[config.mk]
export PLATFORM = sky130hd
export DESIGN_NAME = cpu_bus_mapper
export DESIGN_NICKNAME = d
export VERILOG_FILES = /design/src/rtl/nes_bus_pkg.sv /design/src/rtl/pad_shift_reg.sv /design/src/rtl/cpu_bus_mapper.sv
export SDC_FILE = /design/constraint.sdc
export NUM_CORES = 1
export LEC_CHECK = 0
export CORE_ASPECT_RATIO = 0.5
export CORE_MARGIN = 5
export CORE_UTILIZATION = 40
export DETAILED_ROUTE_END_ITERATION = 8
export PLACE_DENSITY = 0.9
export SYNTH_ARGS = -nofsm -noshare
export SYNTH_HDL_FRONTEND = slang
export SYNTH_HIERARCHICAL = 1
export SYNTH_SLANG_ARGS = --single-unit
[constraint.sdc]
create_clock -name clk -period 2.55 [get_ports clk]
set_input_delay 0.3825 -clock clk [delete_from_list [all_inputs] [get_ports clk]]
set_output_delay 0.3825 -clock clk [all_outputs]
set_load 0.01 [all_outputs]
[src/rtl/nes_bus_pkg.sv]
// +------------------------------------------------------------------+
// | nes_bus_pkg : shared CPU bus regions, register map, DMA states   |
// | Rev 1.0                                                          |
// +------------------------------------------------------------------+
`default_nettype none

package nes_bus_pkg;

    typedef enum logic [2:0] {
        RGN_NONE = 3'd0,
        RGN_WRAM = 3'd1,
        RGN_PPU  = 3'd2,
        RGN_DMA  = 3'd3,
        RGN_PAD0 = 3'd4,
        RGN_PAD1 = 3'd5,
        RGN_PRG  = 3'd6
    } region_e;

    typedef enum logic [1:0] {
        DMA_IDLE  = 2'd0,
        DMA_ALIGN = 2'd1,
        DMA_RD    = 2'd2,
        DMA_WR    = 2'd3
    } dma_state_e;

    localparam logic [15:0] C_WRAM_LIMIT  = 16'h1FFF;
    localparam logic [15:0] C_PPU_BASE    = 16'h2000;
    localparam logic [15:0] C_PPU_LIMIT   = 16'h3FFF;
    localparam logic [15:0] C_OAMDMA_ADDR = 16'h4014;
    localparam logic [15:0] C_PAD0_ADDR   = 16'h4016;
    localparam logic [15:0] C_PAD1_ADDR   = 16'h4017;
    localparam logic [15:0] C_PRG_BASE    = 16'h8000;

    function automatic region_e decode_region(input logic [15:0] addr);
        region_e r;
        r = RGN_NONE;
        if (addr <= C_WRAM_LIMIT)                           r = RGN_WRAM;
        else if (addr >= C_PPU_BASE && addr <= C_PPU_LIMIT) r = RGN_PPU;
        else if (addr == C_OAMDMA_ADDR)                     r = RGN_DMA;
        else if (addr == C_PAD0_ADDR)                       r = RGN_PAD0;
        else if (addr == C_PAD1_ADDR)                       r = RGN_PAD1;
        else if (addr >= C_PRG_BASE)                        r = RGN_PRG;
        return r;
    endfunction

endpackage

`default_nettype wire

[src/rtl/pad_shift_reg.sv]
// +------------------------------------------------------------------+
// | pad_shift_reg : 8-bit controller latch, parallel load, shift     |
// | right with 1 fill.                     Rev 1.0                   |
// +------------------------------------------------------------------+
`default_nettype none

module pad_shift_reg (
    input  logic       clk,
    input  logic       reset_n,
    input  logic       load,
    input  logic       shift,
    input  logic [7:0] din,
    output logic       lsb
);

    logic [7:0] shift_q;
    logic [7:0] shift_d;

    always_comb begin
        shift_d = shift_q;
        if (load)
            shift_d = din;
        else if (shift)
            shift_d = {1'b1, shift_q[7:1]};
    end

    always_ff @(posedge clk or negedge reset_n) begin
        if (!reset_n)
            shift_q <= 8'hFF;
        else
            shift_q <= shift_d;
    end

    assign lsb = shift_q[0];

endmodule

`default_nettype wire

[src/rtl/cpu_bus_mapper.sv]
// +------------------------------------------------------------------+
// | cpu_bus_mapper : CPU address decode, read mux, pads, OAM DMA     |
// | Rev 1.0                                                          |
// +------------------------------------------------------------------+
`default_nettype none

module cpu_bus_mapper
    import nes_bus_pkg::*;
#(
    parameter int WRAM_AW  = 11,
    parameter int NUM_PADS = 2,
    parameter int DMA_LEN  = 256
) (
    input  logic                  clk,
    input  logic                  reset_n,
    input  logic [15:0]           cpu_addr,
    input  logic                  cpu_we,
    input  logic [7:0]            cpu_wdata,
    output logic [7:0]            cpu_rdata,
    output logic                  cpu_rdy,
    output logic [WRAM_AW-1:0]    wram_addr,
    output logic                  wram_we,
    output logic [7:0]            wram_wdata,
    input  logic [7:0]            wram_rdata,
    output logic                  ppu_reg_cs,
    output logic                  ppu_reg_we,
    output logic [2:0]            ppu_reg_addr,
    input  logic [7:0]            ppu_reg_rdata,
    output logic [14:0]           prg_addr,
    input  logic [7:0]            prg_rdata,
    output logic                  oam_we,
    output logic [7:0]            oam_addr,
    output logic [7:0]            oam_wdata,
    input  logic [8*NUM_PADS-1:0] keystates
);

    localparam logic [7:0] C_LAST_IDX = 8'(DMA_LEN - 1);

    dma_state_e state_q, state_d;
    region_e    rsel_q, rsel_d;
    logic [7:0] page_q, page_d;
    logic [7:0] idx_q, idx_d;
    logic       strobe_q, strobe_d;
    logic       pad_bit_q, pad_bit_d;

    region_e     cpu_rgn;
    region_e     src_rgn;
    logic [15:0] src_addr;
    logic        cpu_act;
    logic        dma_rd;
    logic [1:0]  pad_rd;
    logic [1:0]  pad_shift;
    logic [1:0]  pad_lsb;
    logic [7:0]  rdata_mux;

    assign cpu_act  = (state_q == DMA_IDLE);
    assign dma_rd   = (state_q == DMA_RD);
    assign cpu_rgn  = decode_region(cpu_addr);
    assign src_addr = {page_q, idx_q};
    assign src_rgn  = decode_region(src_addr);

    // DMA borrows the memory address buses only while fetching a source byte.
    always_comb begin
        wram_addr = cpu_addr[WRAM_AW-1:0];
        prg_addr  = cpu_addr[14:0];
        if (dma_rd) begin
            wram_addr = src_addr[WRAM_AW-1:0];
            prg_addr  = src_addr[14:0];
        end
    end

    assign wram_we      = cpu_act & cpu_we & (cpu_rgn == RGN_WRAM);
    assign wram_wdata   = cpu_wdata;
    assign ppu_reg_cs   = cpu_act & (cpu_rgn == RGN_PPU);
    assign ppu_reg_we   = ppu_reg_cs & cpu_we;
    assign ppu_reg_addr = cpu_addr[2:0];

    assign pad_rd[0] = cpu_act & ~cpu_we & (cpu_rgn == RGN_PAD0);
    assign pad_rd[1] = cpu_act & ~cpu_we & (cpu_rgn == RGN_PAD1);
    assign pad_shift = pad_rd & {2{~strobe_q}};

    for (genvar gi = 0; gi < 2; gi++) begin : g_pad
        if (gi < NUM_PADS) begin : g_present
            pad_shift_reg u_pad (
                .clk     (clk),
                .reset_n (reset_n),
                .load    (strobe_q),
                .shift   (pad_shift[gi]),
                .din     (keystates[8*gi +: 8]),
                .lsb     (pad_lsb[gi])
            );
        end else begin : g_absent
            assign pad_lsb[gi] = 1'b0;
        end
    end

    always_comb begin
        case (rsel_q)
            RGN_WRAM:           rdata_mux = wram_rdata;
            RGN_PPU:            rdata_mux = ppu_reg_rdata;
            RGN_PRG:            rdata_mux = prg_rdata;
            RGN_PAD0, RGN_PAD1: rdata_mux = {7'b0, pad_bit_q};
            default:            rdata_mux = 8'h00;
        endcase
    end

    assign cpu_rdata = rdata_mux;
    assign cpu_rdy   = cpu_act;
    assign oam_we    = (state_q == DMA_WR);
    assign oam_addr  = idx_q;
    assign oam_wdata = rdata_mux;

    always_comb begin
        state_d   = state_q;
        page_d    = page_q;
        idx_d     = idx_q;
        strobe_d  = strobe_q;
        rsel_d    = RGN_NONE;
        // The shifter advances on the read edge, so the returned bit is captured then.
        pad_bit_d = (cpu_rgn == RGN_PAD1) ? pad_lsb[1] : pad_lsb[0];
        case (state_q)
            DMA_IDLE: begin
                if (!cpu_we && cpu_rgn != RGN_DMA)
                    rsel_d = cpu_rgn;
                if (cpu_we && cpu_rgn == RGN_PAD0)
                    strobe_d = cpu_wdata[0];
                if (cpu_we && cpu_rgn == RGN_DMA) begin
                    page_d  = cpu_wdata;
                    idx_d   = 8'd0;
                    state_d = DMA_ALIGN;
                end
            end
            DMA_ALIGN: state_d = DMA_RD;
            DMA_RD: begin
                state_d = DMA_WR;
                if (src_rgn == RGN_WRAM || src_rgn == RGN_PRG)
                    rsel_d = src_rgn;
            end
            DMA_WR: begin
                idx_d   = idx_q + 8'd1;
                state_d = (idx_q == C_LAST_IDX) ? DMA_IDLE : DMA_RD;
            end
            default: state_d = DMA_IDLE;
        endcase
    end

    always_ff @(posedge clk or negedge reset_n) begin
        if (!reset_n) begin
            state_q   <= DMA_IDLE;
            rsel_q    <= RGN_NONE;
            page_q    <= 8'd0;
            idx_q     <= 8'd0;
            strobe_q  <= 1'b0;
            pad_bit_q <= 1'b0;
        end else begin
            state_q   <= state_d;
            rsel_q    <= rsel_d;
            page_q    <= page_d;
            idx_q     <= idx_d;
            strobe_q  <= strobe_d;
            pad_bit_q <= pad_bit_d;
        end
    end

endmodule

`default_nettype wire

==> flow_summary.ini, run 1 <==
[synthesis]
synth_top_area_cell = dfrtp_1
synth_cell_type_count = 36
syn_inst = 265
syn_nets = 334
yosysSeqAreaShare_pct = 39.0
ys.flop_type = dfrtp_1
synth_top_cells_by_area = dfrtp_1, dfstp_2, mux2_2
synth.cell_area_sq_um = 2550
avgSynthCellArea_sq_um = 9.63
synth_top_area_share_pct = 22.6
ys_async_sr_fraction_pct = 100
yosysWarnings = 6
synth-edff-count = 0
synth-seq-cells = 39

[place]
dpl.cell_count = 458
hpwl_um = 5750
place.gp.congestion = 0.825
portBuffers = 132

[final_layout]
layoutNonFillerInstCount = 466
final_common_cell = clkdlybuf4s50_1
n_antenna_cell = 0
final_cell_mix = clkdlybuf4s50_1, nand2_1, mux2i_1, dfrtp_1, mux2_2
finalNetCount = 446
area_growth_pct = 54.7
drive_gt1_share_pct = 17.5
seqCellArea_sq_um = 996
fillers = 456
multi_input_comb_area_sq_um = 1230

[grt]
grt_max_degree = 40
grt_pass1_wl_um = 11600
grt_overflow = 0
grtUsageTotal_pct = 18.1
grt_pass1_vias = 2338
antenna_found_initial = 0

[die]
fp.dieH_um = 66.5
core_sq_um = 6130
chipWidth_um = 123
die_area_sq_um = 8170
io_pins = 133
rows = 20
initial_core_util_pct = 41.6

[clock_network]
cts_setup_buffers = 0
clk_latency_ns = 0.28
ctsRootBufferMaster = clkbuf_16
cts_tree = done
post_cts_resized = 0
cts_hold_buffers = 0
clk_pin_slew_ns = 0.05
clk_path_buf_depth = 2
h-tree-depth = 2
cts_buffers = 5
cts.sink_count = 39

[sta]
fin_crit_ns = 2.48
tightest_slew_ns = 0.842
rsz0062_at_grt = false
tns_ns = 0
setup_violations = 0
hold_viol_final = 0
slew_violations = 0
fin_crit_sh_pct = 97.4
max-slew-margin-rel_pct = 43.9
fin_skew_ns = 0.00461
max_freq_mhz = 403

[detailed_routing]
drc_errors = 0
vias = 2329
avgViaCountPerCell = 5.00
routed_wl_um = 7390
drtIter0Drc = 61
drt-wirelength-per-cell_um = 15.9
dr.pass1.iters = 4
drtAntennaViolNets = 0

[critical_path]
worstPathArrival_ns = 2.10
crit_fanout = 6
cp.required_ns = 2.17
endpoint_kind = primary output
critPathKind = input pin to primary output
start_kind = input pin

[min_path]
hold_path.class = input pin to asynchronous set/reset pin

[power]
ir_worst_vdd_mv = 0.303
cellPowerDensity_nw_per_um2 = 748
p_leak_nw = 1.53

[status]
status = finished, final reports clean

[flow_run]
cap_violations = 0
[final cells by class]
class,count,area share (%)
Timing Repair Buffer,145,35.8
Multi-Input combinational cell,181,31.3
Sequential cell,39,25.2
Clock buffer,6,3.52
Tap cell,88,2.79
Clock inverter,2,0.888
Inverter,5,0.476
[registers in the layout, indices dropped and copies added, names as in the netlist]
| signal | cells |
|---|---|
| g_pad.g_present.u_pad/shift_q | 16 |
| page_q | 8 |
| oam_addr | 8 |
| rsel_q | 3 |
| pad_bit_q | 1 |
| strobe_q | 1 |
| state_q | 2 |
[where the power goes]
group | switching [mW] | internal, mW
clock | 0.229 | 0.486
sequential | 0.113 | 0.687
combinational | 0.608 | 0.831
total | 0.949 | 2.00
[kinds of logic (layout without fill, tap and decap cells)]
family                   after synthesis  after routing  synth area share [%]
adder cells (fa/ha/maj)                2              2                 0.981
multiplexers                          46             46                  19.5
buffers and inverters                 45            158                  12.6
AO/OA/AOI/OAI                         43             43                  9.17
AND/OR/NAND/NOR                       90             90                  18.7
flip-flops                            39             39                  39.0
[routing by layer]
layer	vias up	GRT usage (%)	routed length, um
li1	1127	-	-
met1	1124	20.0	2910
met2	64	34.3	4030
met3	14	3.73	292
met4	0	7.11	154
met5	-	0	0
[stage by stage]
stage                     power, mW  hold slack (ns)  area [sq um]  utilization [%]  worst slack, ns
after floorplan                1.51           0.0869          2550                -            0.535
after detailed placement       2.24            0.495          3770             61.5           0.0506
after global placement         2.21            0.488          3770             61.5            0.102
after global routing           3.10            0.275          3950             64.4          0.00525
final                          2.95            0.209          3950             64.4           0.0675
after CTS                      2.97            0.240          3950             64.4           0.0758
[critical path: stages]
cell	delay, ns
clkdlybuf4s50_1	0.48
nor3_1	0.47
and3_1	0.22
clkdlybuf4s50_1	0.54
[synthesized netlist by cell type (3+ instances only)]
| cell type | count |
|---|---|
| clkbuf_1 | 3 |
| nand4_1 | 3 |
| inv_1 | 4 |
| nand2_1 | 40 |
| or3_1 | 6 |
| and3_1 | 3 |
| buf_6 | 5 |
| nor3_1 | 4 |
| nor2_1 | 13 |
| o21ai_0 | 17 |
| mux2_2 | 21 |
| mux2i_1 | 23 |
| dfstp_2 | 16 |
| buf_4 | 30 |
| dfrtp_1 | 23 |
| o21ai_1 | 14 |
| o211ai_1 | 4 |
| a21oi_1 | 3 |
| nand3_1 | 7 |
| nor2b_1 | 3 |
[worst paths after layout]
kind | from | endpoint | slack (ns) | cells past startpoint
setup / recovery | cpu_addr[15] | wram_we | 0.07 | 4
hold / removal | reset_n | oam_addr[7] | 0.21 | 1
setup reg to reg | state_q[1] | g_pad[0].g_present.u_pad/shift_q[1] | 0.51 | 6
hold reg to reg | page_q[2] | page_q[2] | 0.51 | 1
max in group asynchronous | reset_n | page_q[2] | 1.81 | 1
min in group clk | page_q[2] | page_q[2] | 0.51 | 1
No activity file was read; power rests on OpenSTA's default activity.
==> run 2, diff against run 1 <==
--- a/config.mk
+++ b/config.mk
@@ -6,7 +6,6 @@
 export NUM_CORES = 1
 export LEC_CHECK = 0
 export CORE_ASPECT_RATIO = 0.5
-export CORE_MARGIN = 5
 export CORE_UTILIZATION = 40
 export DETAILED_ROUTE_END_ITERATION = 8
 export PLACE_DENSITY = 0.9
==> run 2 against run 1 <==
Register-to-register slack barely moved. Non-clock buffer count did not move. Sequential share of layout area barely moved. Critical path depth did not move. Critical path type is now flop to primary output. Largest cell class unchanged. Highest routed layer unchanged.
==> flow_summary.ini, run 2 (synthesized netlist as in run 1, its figures left out) <==
[sta]
tns_ns = 0
tightest_slew_ns = 0.840
fin_ws_ns = 0.0962
rsz0062_at_grt = false
max-slew-margin-rel_pct = 44.0
fin_skew_ns = 0.00640
setup_violations = 0
max_freq_mhz = 408
fin_crit_ns = 2.45
slew_violations = 0
fin_crit_sh_pct = 96.2
hold_viol_final = 0

[detailed_routing]
avgViaCountPerCell = 5.15
routed_wl_um = 7300
dr.pass1.iters = 4
drtAntennaViolNets = 0
drtIter0Drc = 153
drt-wirelength-per-cell_um = 15.7
vias = 2402
drc_errors = 0

[power]
intPower_mw = 1.96
switching_share_pct = 33.2
pwr-share-seq_pct = 27.4
ir_worst_vdd_mv = 0.314
p_leak_nw = 1.52
pwr-share-clk_pct = 23.5
power_frac_comb_pct = 49.2
p_sw_mw = 0.971
cellPowerDensity_nw_per_um2 = 743

[die]
die_area_sq_um = 6720
chipWidth_um = 115
fp.dieH_um = 58.5
initial_core_util_pct = 41.8
io_pins = 133
rows = 20
core_sq_um = 6110

[final_layout]
top_register = g_pad.g_present.u_pad/shift_q
finalNetCount = 446
n_antenna_cell = 0
final_cell_mix = clkdlybuf4s50_1, nand2_1, mux2i_1, dfrtp_1, mux2_2
area_growth_pct = 54.5
fillers = 469
largest_reg_flops = 16
utilization_pct = 64.5
final_common_cell = clkdlybuf4s50_1
drive_gt1_share_pct = 17.5

[critical_path]
slowest_delay_ns = 0.51
path_cells = nor2b_1 > buf_4 > mux2_2 > clkdlybuf4s50_1
critPathBufInv = 2
cp.required_ns = 2.17
crit_fanout = 14
endpoint_kind = primary output
worstPathArrival_ns = 2.07
critPathTopFamily = buffers and inverters
crit_slowest_cell = clkdlybuf4s50_1
critPathKind = flop to primary output
start_kind = flop

[flow_run]
cap_violations = 0

[grt]
grt_pass1_wl_um = 11400
antenna_found_initial = 0
grt_pass1_vias = 2322
grtUsageTotal_pct = 21.9
grt_overflow = 0
grt_max_degree = 40

[clock_network]
h-tree-depth = 2
cts_hold_buffers = 0
clk_pin_slew_ns = 0.06
post_cts_resized = 0
ctsRootBufferMaster = clkbuf_16
cts_setup_buffers = 0
clk_path_buf_depth = 2
cts_buffers = 5
cts.sink_count = 39
clk_latency_ns = 0.28
cts_tree = done

[status]
status = finished, final reports clean

[place]
hpwl_um = 5670
portBuffers = 132
dp_slack_ns = 0.00763
place.gp.congestion = 0.790

[min_path]
hold_path.class = input pin to asynchronous set/reset pin
run 2: cell types whose count changed in the layout (fill, tap and decap cells not counted), sizes merged:
cell,previous run,this run
bufinv,1,0
clkbuf,6,7
run 2: per-layer routing:
layer / vias up / track usage [%] / routed length (um)
met3: 13 / 4.63 / 424
li1: 1136 / - / -
met5: - / 0 / 0
met1: 1176 / 25.9 / 3020
met2: 77 / 40.7 / 3740
met4: 0 / 6.68 / 108
run 2: cell type report:
class	count	area (sq um)	area share [%]
Tap cell	88	110	2.79
Sequential cell	39	996	25.3
Clock buffer	7	164	4.16
Clock inverter	1	5.00	0.127
Timing Repair Buffer	145	1410	35.9
Inverter	5	18.8	0.476
Multi-Input combinational cell	181	1230	31.3
run 2: through the flow:
step                total power, mW  hold slack (ns)  std cells  area, sq um
floorplan                      1.51           0.0869        265         2550
CTS                            2.94            0.237        466         3940
finish                         2.93            0.204        466         3940
detailed placement             2.24            0.505        458         3770
global placement               2.18            0.493        458         3770
global route                   3.06            0.267        466         3940
run 2: power groups by stage:
stage | Sequential, mW | Combinational, mW | Clock [mW]
floorplan | 0.791 | 0.720 | 0
global placement | 0.800 | 1.38 | 0
detailed placement | 0.808 | 1.43 | 0
CTS | 0.795 | 1.44 | 0.697
global route | 0.814 | 1.52 | 0.723
finish | 0.801 | 1.44 | 0.687
run 2: worst paths after layout:
| check | from | end | slack, ns | depth (start not counted) |
|---|---|---|---|---|
| worst min-delay path | reset_n | oam_addr[3] | 0.20 | 1 |
| max in group asynchronous | reset_n | page_q[0] | 1.81 | 1 |
| worst max-delay path | state_q[1] | prg_addr[10] | 0.1 | 4 |
| worst min register to register | page_q[4] | page_q[4] | 0.53 | 1 |
| min in group clk | page_q[4] | page_q[4] | 0.53 | 1 |
| worst max register to register | state_q[1] | g_pad[0].g_present.u_pad/shift_q[0] | 0.52 | 6 |
==> run 3, diff against run 2 <==
--- a/config.mk
+++ b/config.mk
@@ -9,6 +9,7 @@
 export CORE_UTILIZATION = 40
 export DETAILED_ROUTE_END_ITERATION = 8
 export PLACE_DENSITY = 0.9
+export SLEW_MARGIN = 20
 export SYNTH_ARGS = -nofsm -noshare
 export SYNTH_HDL_FRONTEND = slang
 export SYNTH_HIERARCHICAL = 1
==> results of run 3 <==
Same layout as run 2: the final DEF is identical, and so are final timing and power.
